File: src/rtl/alu_mc.sv
// Multi-cycle execute-stage ALU: single-cycle logic ops, iterative multiply and divide.
// Ports: clk/rst, in_valid/in_ready request side, out_valid/out_ready result side, result/result_hi/comp/flags/div_zero/illegal.
module alu_mc #(
  parameter int WIDTH = 16
) (
  input  logic             clk,
  input  logic             rst,
  input  logic             in_valid,
  output logic             in_ready,
  input  logic [4:0]       op,
  input  logic [WIDTH-1:0] a,
  input  logic [WIDTH-1:0] b,
  output logic             out_valid,
  input  logic             out_ready,
  output logic [WIDTH-1:0] result,
  output logic [WIDTH-1:0] result_hi,
  output logic             comp,
  output logic [3:0]       flags,
  output logic             div_zero,
  output logic             illegal
);

  localparam int W   = WIDTH;
  localparam int SHW = $clog2(WIDTH);

  localparam logic [4:0] OP_ADD  = 5'd0;
  localparam logic [4:0] OP_SUB  = 5'd1;
  localparam logic [4:0] OP_NOT  = 5'd2;
  localparam logic [4:0] OP_AND  = 5'd3;
  localparam logic [4:0] OP_OR   = 5'd4;
  localparam logic [4:0] OP_XOR  = 5'd5;
  localparam logic [4:0] OP_SLL  = 5'd6;
  localparam logic [4:0] OP_SRL  = 5'd7;
  localparam logic [4:0] OP_SLA  = 5'd8;
  localparam logic [4:0] OP_SRA  = 5'd9;
  localparam logic [4:0] OP_EQ   = 5'd10;
  localparam logic [4:0] OP_GT   = 5'd11;
  localparam logic [4:0] OP_GTU  = 5'd12;
  localparam logic [4:0] OP_GE   = 5'd13;
  localparam logic [4:0] OP_LE   = 5'd14;
  localparam logic [4:0] OP_GEU  = 5'd15;
  localparam logic [4:0] OP_LEU  = 5'd16;
  localparam logic [4:0] OP_BSL  = 5'd17;
  localparam logic [4:0] OP_MUL  = 5'd18;
  localparam logic [4:0] OP_MULU = 5'd19;
  localparam logic [4:0] OP_DIV  = 5'd20;
  localparam logic [4:0] OP_DIVU = 5'd21;
  localparam logic [4:0] OP_REM  = 5'd22;
  localparam logic [4:0] OP_REMU = 5'd23;

  typedef enum logic [1:0] {
    S_IDLE,
    S_MUL,
    S_DIV,
    S_DONE
  } state_e;

  state_e state_q, state_d;

  logic [SHW-1:0] cnt_q, cnt_d;
  logic [4:0]     op_q, op_d;
  logic [2*W-1:0] acc_q, acc_d;
  logic [W-1:0]   opb_q, opb_d;
  logic [W-1:0]   a_q, a_d;
  logic           neg_q, neg_d;

  logic [W-1:0]   result_q, result_d;
  logic [W-1:0]   result_hi_q, result_hi_d;
  logic           comp_q, comp_d;
  logic [3:0]     flags_q, flags_d;
  logic           div_zero_q, div_zero_d;
  logic           illegal_q, illegal_d;

  // Single-cycle datapath on the live request operands
  logic [W:0]     add_w, sub_w;
  logic [SHW-1:0] sh;
  logic [W-1:0]   sc_res;
  logic           sc_comp, sc_c, sc_v;

  assign add_w = {1'b0, a} + {1'b0, b};
  assign sub_w = {1'b0, a} - {1'b0, b};
  assign sh    = b[SHW-1:0];

  always_comb begin
    sc_res  = '0;
    sc_comp = 1'b0;
    sc_c    = 1'b0;
    sc_v    = 1'b0;
    case (op)
      OP_ADD: begin
        sc_res = add_w[W-1:0];
        sc_c   = add_w[W];
        sc_v   = (a[W-1] == b[W-1]) &&
                 (add_w[W-1] != a[W-1]);
      end
      OP_SUB: begin
        sc_res = sub_w[W-1:0];
        sc_c   = sub_w[W];
        sc_v   = (a[W-1] != b[W-1]) &&
                 (sub_w[W-1] != a[W-1]);
      end
      OP_NOT:         sc_res = ~a;
      OP_AND:         sc_res = a & b;
      OP_OR:          sc_res = a | b;
      OP_XOR:         sc_res = a ^ b;
      OP_SLL, OP_SLA: sc_res = a << sh;
      OP_SRL:         sc_res = a >> sh;
      OP_SRA:         sc_res = $signed(a) >>> sh;
      OP_EQ:          sc_comp = (a == b);
      OP_GT:          sc_comp = ($signed(a) > $signed(b));
      OP_GTU:         sc_comp = (a > b);
      OP_GE:          sc_comp = ($signed(a) >= $signed(b));
      OP_LE:          sc_comp = ($signed(a) <= $signed(b));
      OP_GEU:         sc_comp = (a >= b);
      OP_LEU:         sc_comp = (a <= b);
      OP_BSL:         sc_res = b << (W / 2);
      default: ;
    endcase
  end

  // Request classification and operand magnitudes
  logic         req_mul, req_div, req_ill, req_sgn, req_rem;
  logic         a_neg, b_neg;
  logic [W-1:0] a_mag, b_mag;

  assign req_mul = (op == OP_MUL) || (op == OP_MULU);
  assign req_div = (op == OP_DIV) || (op == OP_DIVU) ||
                   (op == OP_REM) || (op == OP_REMU);
  assign req_ill = (op[4:3] == 2'b11);
  assign req_sgn = (op == OP_MUL) || (op == OP_DIV) ||
                   (op == OP_REM);
  assign req_rem = (op == OP_REM) || (op == OP_REMU);
  assign a_neg   = req_sgn & a[W-1];
  assign b_neg   = req_sgn & b[W-1];
  assign a_mag   = a_neg ? -a : a;
  assign b_mag   = b_neg ? -b : b;

  // One shift-add step: acc = {partial high, remaining multiplier}
  logic [W:0]     mul_sum;
  logic [2*W-1:0] mul_nxt, prod;

  assign mul_sum = {1'b0, acc_q[2*W-1:W]} +
                   (acc_q[0] ? {1'b0, opb_q} : '0);
  assign mul_nxt = {mul_sum, acc_q[W-1:1]};
  assign prod    = neg_q ? -mul_nxt : mul_nxt;

  // One restoring step: acc = {partial remainder, dividend/quotient}
  logic [W:0]     div_sh, div_df;
  logic           div_ok;
  logic [2*W-1:0] div_nxt;
  logic           q_rem, q_dz;
  logic [W-1:0]   dval, dres;

  assign div_sh  = {acc_q[2*W-1:W], acc_q[W-1]};
  assign div_df  = div_sh - {1'b0, opb_q};
  // Remainder stays below the divisor, so bit W is a clean borrow
  assign div_ok  = !div_df[W];
  assign div_nxt = div_ok ?
    {div_df[W-1:0], acc_q[W-2:0], 1'b1} :
    {div_sh[W-1:0], acc_q[W-2:0], 1'b0};

  assign q_rem = (op_q == OP_REM) || (op_q == OP_REMU);
  assign q_dz  = (opb_q == '0);
  assign dval  = q_rem ? div_nxt[2*W-1:W] : div_nxt[W-1:0];

  always_comb begin
    dres = neg_q ? -dval : dval;
    if (q_dz) dres = q_rem ? a_q : '1;
  end

  always_comb begin
    state_d     = state_q;
    cnt_d       = cnt_q;
    op_d        = op_q;
    acc_d       = acc_q;
    opb_d       = opb_q;
    a_d         = a_q;
    neg_d       = neg_q;
    result_d    = result_q;
    result_hi_d = result_hi_q;
    comp_d      = comp_q;
    flags_d     = flags_q;
    div_zero_d  = div_zero_q;
    illegal_d   = illegal_q;
    case (state_q)
      S_IDLE: begin
        if (in_valid) begin
          op_d  = op;
          a_d   = a;
          cnt_d = '0;
          acc_d = {{W{1'b0}}, a_mag};
          opb_d = b_mag;
          neg_d = (req_rem & ~req_mul) ? a_neg
                                       : (a_neg ^ b_neg);
          if (req_mul) begin
            state_d = S_MUL;
          end else if (req_div) begin
            state_d = S_DIV;
          end else begin
            state_d     = S_DONE;
            result_d    = req_ill ? '0 : sc_res;
            result_hi_d = '0;
            comp_d      = req_ill ? 1'b0 : sc_comp;
            flags_d     = req_ill ? 4'b0 :
              {sc_res == '0, sc_res[W-1], sc_c, sc_v};
            div_zero_d  = 1'b0;
            illegal_d   = req_ill;
          end
        end
      end
      S_MUL: begin
        acc_d = mul_nxt;
        cnt_d = cnt_q + 1'b1;
        if (cnt_q == SHW'(W - 1)) begin
          state_d     = S_DONE;
          result_d    = prod[W-1:0];
          result_hi_d = prod[2*W-1:W];
          comp_d      = 1'b0;
          flags_d     = {prod == '0, prod[2*W-1], 2'b00};
          div_zero_d  = 1'b0;
          illegal_d   = 1'b0;
        end
      end
      S_DIV: begin
        acc_d = div_nxt;
        cnt_d = cnt_q + 1'b1;
        if (cnt_q == SHW'(W - 1)) begin
          state_d     = S_DONE;
          result_d    = dres;
          result_hi_d = '0;
          comp_d      = 1'b0;
          flags_d     = {dres == '0, dres[W-1], 2'b00};
          div_zero_d  = q_dz;
          illegal_d   = 1'b0;
        end
      end
      S_DONE: begin
        if (out_ready) state_d = S_IDLE;
      end
      default: state_d = S_IDLE;
    endcase
  end

  always_ff @(posedge clk) begin
    if (rst) begin
      state_q     <= S_IDLE;
      cnt_q       <= '0;
      op_q        <= '0;
      acc_q       <= '0;
      opb_q       <= '0;
      a_q         <= '0;
      neg_q       <= 1'b0;
      result_q    <= '0;
      result_hi_q <= '0;
      comp_q      <= 1'b0;
      flags_q     <= '0;
      div_zero_q  <= 1'b0;
      illegal_q   <= 1'b0;
    end else begin
      state_q     <= state_d;
      cnt_q       <= cnt_d;
      op_q        <= op_d;
      acc_q       <= acc_d;
      opb_q       <= opb_d;
      a_q         <= a_d;
      neg_q       <= neg_d;
      result_q    <= result_d;
      result_hi_q <= result_hi_d;
      comp_q      <= comp_d;
      flags_q     <= flags_d;
      div_zero_q  <= div_zero_d;
      illegal_q   <= illegal_d;
    end
  end

  assign in_ready  = (state_q == S_IDLE);
  assign out_valid = (state_q == S_DONE);
  assign result    = result_q;
  assign result_hi = result_hi_q;
  assign comp      = comp_q;
  assign flags     = flags_q;
  assign div_zero  = div_zero_q;
  assign illegal   = illegal_q;

endmodule

File: config.mk
export PLATFORM = sky130hd
export DESIGN_NAME = alu_mc
export DESIGN_NICKNAME = d
export VERILOG_FILES = /design/src/rtl/alu_mc.sv
export SDC_FILE = /design/constraint.sdc
export NUM_CORES = 1
export LEC_CHECK = 0
export CAP_MARGIN = 10
export CORE_UTILIZATION = 62
export DETAILED_ROUTE_END_ITERATION = 8
export PLACE_DENSITY = 0.9
export SETUP_SLACK_MARGIN = 0.3
export SLEW_MARGIN = 20
export SYNTH_ARGS = -nofsm -noshare
export SYNTH_HDL_FRONTEND = slang
export SYNTH_SLANG_ARGS = --single-unit
File: constraint.sdc
create_clock -name clk -period 5.36 [get_ports clk]
set_input_delay 1.072 -clock clk [delete_from_list [all_inputs] [get_ports clk]]
set_output_delay 1.072 -clock clk [all_outputs]
set_load 0.1 [all_outputs]
==> results.md <==
### Layout
• **Layout Cells excl Fill** 2,211
• **share of post-route cells with drive strength above 1** 10.49%
• **synth-to-layout area growth** 14.64%
• **area taken by multi-input logic gates** 10,470 um2
• **flip-flop and latch area** 2283 um2
• **diode count** 0
• **final design instance area without fill** 15,580 um2
• **number of inserted filler cells in the final layout** 1,729
• **final core utilization** 73.21%
• **# nets final** 2,061

### Timing
• **setup repair after global routing missed its margin** no
• **Max Slew Vio Count** 0
• **Min Hold Slack** 0.4489 ns
• **post-layout min period** 4.886 ns
• **fin crit share** 91.16%
• **largest clock skew in the final design** 0.01347 ns
• **headroom to the max-slew limit** 30.64%
• **Worst Max-Slew Pin Slew** 1.033 ns
• **final setup violating endpoints** 0
• **number of failing hold endpoints at the final stage** 0
• **timing-limited maximum frequency** 0.2047 GHz
• **final worst setup slack** 0.4739 ns
• **post-route setup TNS** 0 ns

### Power
• **fraction of power consumed by sequential logic** 20.0%
• **Clk pwr share** 21.4%
• **Internal** 3.009 mW
• **Switching Share** 50.88%
• **Max rail drop VDD** 379.0 uV
• **Leak** 6.081 nW
• **final total power** 6.126 mW
• **power per cell area** 393.1 nW/um2
• **share of total power in combinational logic** 58.6%
• **total net switching power** 3.117 mW

### Place
• **hpwl dp** 41,460 um
• **placed cell count** 2,176
• **worst slack, placed** 0.3819 ns
• **# port buffers** 81
• **placed standard-cell area** 14,860 um2
• **routability congestion estimate from global placement** 1.114

### Min path
• **hold path start** flags[0]
• **worst hold path class** flop to flop
• **worst hold stages** 2
• **Min-Delay Endpoint** flags[0]

### Run status
• **run status** completed

### GRT
• **GR Util met2** 77.66%
• **met3 usage in global routing** 12.93%
• **most congested layer reported by global routing** met2
• **via count of the first global-routing pass** 14,810
• **initial antenna violation count** 2
• **Tot GR Track Use** 49.99%
• **first-pass GRT wire length** 84,870 um
• **grt met1 use** 57.65%
• **overflow left after global routing** 0
• **pin count of the biggest net entering global routing** 79

### Drt
• **iteration-0 DRC count of the detailed router** 2,240
• **TritonRoute pass-1 iters** 7
• **wire length after detailed routing** 55,730 um
• **average routed wire per standard cell** 25.21 um
• **residual DRC count** 0
• **number of nets with antenna violations after routing** 0
• **Via-to-Cell Ratio** 7.256
• **total via count in the routed design** 16,040

### Die
• **total core area** 21,290 um2
• **standard-cell row count** 53
• **Initial Utilization** 63.86%
• **Die Width** 150.1 um
• **I/O pin total** 82
• **die area** 22,520 um2
• **die height** 150.1 um

### Worst setup path
• **CP Launch Type** flop
• **top fanout value on the critical path** 10
• **Critical R2R Launch** acc_q[0]
• **Worst Path Class, Setup** flop to flop
• **highest cell delay on the worst timing path** 0.54 ns
• **Crit path max-delay family** simple AND/OR/NAND/NOR gates
• **Buffers & Inverters on Critical Path** 0
• **internal reg-to-reg setup slack** 0.47 ns
• **cell with the biggest individual delay on the critical path** or4_1
• **type of destination of the critical path** flop
• **data required time at the worst endpoint** 5.71 ns
• **arrival time reported for the critical path endpoint** 5.24 ns
• **cells along the critical path** and2_1, ha_1, fa_1, a21o_1, a21oi_1, xnor2_1, or2_2, or3_4, or3_1, or4_1, or3b_1, o21a_1, o32ai_1, a41oi_1, o31ai_1
• **worst reg2reg endpoint** flags[3]
• **depth of the most critical reg-to-reg path** 15

### Synth
• **mean area per synthesized cell** 7.235 um2
• **Post-Syn Area** 13,590 um2
• **portion of the post-synthesis area used by sequential elements** 16.79%
• **gate count after technology mapping** 1,879
• **synthesized-area fraction occupied by ao, oa, aoi and oai cells** 31.22%
• **warnings from Yosys** 0
• **flip-flop and latch count after synthesis** 114
• **post-synthesis adder-cell area fraction** 9.057%
• **Post-Synth Simple-Gate Area** 23.61%
• **largest family of logic cells by synthesized area** compound AO/OA/AOI/OAI gates
• **proportion of register bits with asynchronous set or reset after synthesis** 0%
• **Most used DFF post-synth** dfxtp_1
• **number of synthesized flops with an enable pin** 0
• **unique cell type count in the Yosys netlist** 90
• **syn nets** 2,016
• **post-synthesis mux area share** 7.069%
• **xor and xnor area share after synthesis** 5.734%

### Run
• **number of violations of the max-capacitance limit** 0

### Clock tree
• **maximum level of the CTS H-tree** 4
• **number of buffers created by CTS** 17
• **clock latency of the later-clocked register in the worst-skew pair** 0.44 ns
• **Worst-path clk slew** 0.07 ns
• **TritonCTS clock tree** yes
• **total number of clock tree sinks** 114
• **clock root buffer master** clkbuf_16
• **worst-case clock buffer depth** 2

-- worst max-delay path by stage --
stage | cells past startpoint | slack [ns] | from | endpoint
after detailed placement | 15 | 0.38 | acc_q[0] | flags[3]
after floorplan | 16 | 0.80 | acc_q[15] | flags[3]
after CTS | 15 | 0.36 | acc_q[0] | flags[3]
final | 15 | 0.47 | acc_q[0] | flags[3]
after global placement | 15 | 0.42 | acc_q[0] | flags[3]
after global routing | 14 | 0.26 | opb_q[11] | flags[3]
-- per-layer routing --
| metal | share of wire (%) | vias to the layer above | wire length (um) |
|---|---|---|---|
| met5 | 0.056 | - | 31 |
| met3 | 12 | 372 | 6814 |
| met1 | 35 | 7360 | 19270 |
| met4 | 9.3 | 4 | 5205 |
| li1 | - | 7040 | - |
| met2 | 44 | 1267 | 24410 |
-- worst reg2reg max path, stage by stage, from the launching register on --
cell and delay, ns:
dfxtp_1 0.43, and2_1 0.23, ha_1 0.21, fa_1 0.42
a21o_1 0.25, a21oi_1 0.22, xnor2_1 0.10, or2_2 0.34
or3_4 0.41, or3_1 0.42, or4_1 0.54, or3b_1 0.43
o21a_1 0.20, o32ai_1 0.33, a41oi_1 0.19, o31ai_1 0.10
-- synth_stat cells, types with 27 or more instances --
cell | count | share of area [%]
nor3_1 | 51 | 1.9
xnor2_1 | 63 | 4.1
or3_1 | 33 | 1.5
clkbuf_1 | 131 | 3.6
a22oi_1 | 34 | 1.9
inv_1 | 79 | 2.2
o31ai_1 | 27 | 1.5
nand2_1 | 197 | 5.4
o211ai_1 | 32 | 1.8
nor2_1 | 192 | 5.3
a21oi_1 | 137 | 5.0
o21ai_0 | 107 | 3.9
a211oi_1 | 30 | 1.7
nand3_1 | 46 | 1.7
dfxtp_1 | 114 | 17
ha_1 | 92 | 8.5
-- sequential cells by signal (all words and copies together), names as in the netlist --
signal	count
div_zero	1
result_hi	16
cnt_q	4
result	16
op_q	4
a_q	16
neg_q	1
opb_q	16
acc_q	32
state_q	2
illegal	1
comp	1
flags	4
-- power by group through the flow --
stage	combinational [mW]	sequential, mW	clock [mW]
floorplan	2.23	1.40	0
global placement	3.35	1.21	0
detailed placement	3.40	1.22	0
CTS	3.44	1.21	1.30
global route	3.78	1.23	1.34
finish	3.59	1.22	1.31
-- what timing repair did --
action,in CTS,in global routing
resized for setup,0,9
endpoints found under the setup margin,0,1
buffers inserted,0,4
hold buffers,0,0
-- area by class of cell --
type                            count  area share (%)
Inverter                           84           2.023
Sequential cell                   114           14.65
Multi-Input combinational cell   1532           67.19
Clock buffer                       19           2.842
Timing Repair Buffer              175           9.762
Tap cell                          275           2.208
Clock inverter                     12           1.325
-- layout by cell type, fill, tap and decap left out, drive strengths merged, types with 33 or more instances in the layout --
cell,n
nor2,193
nand3,46
a21oi,140
a22oi,34
buf,96
o21ai,112
dfxtp,114
xnor2,63
nor3,52
inv,80
ha,92
or3,33
clkdlybuf4s50,79
nand2,197
-- logic make-up (layout without fill, tap and decap cells) --
| family | after synthesis | in the layout |
|---|---|---|
| and+or+nand+nor | 671 | 671 |
| AOI/OAI and AO/OA | 614 | 614 |
| buffers and inverters | 233 | 290 |
| DFF | 114 | 114 |
| adders and majority gates | 96 | 96 |
| xor gates and xnor gates | 89 | 89 |
| muxes | 62 | 62 |
Note: power is estimated with default switching activity, not from simulation.
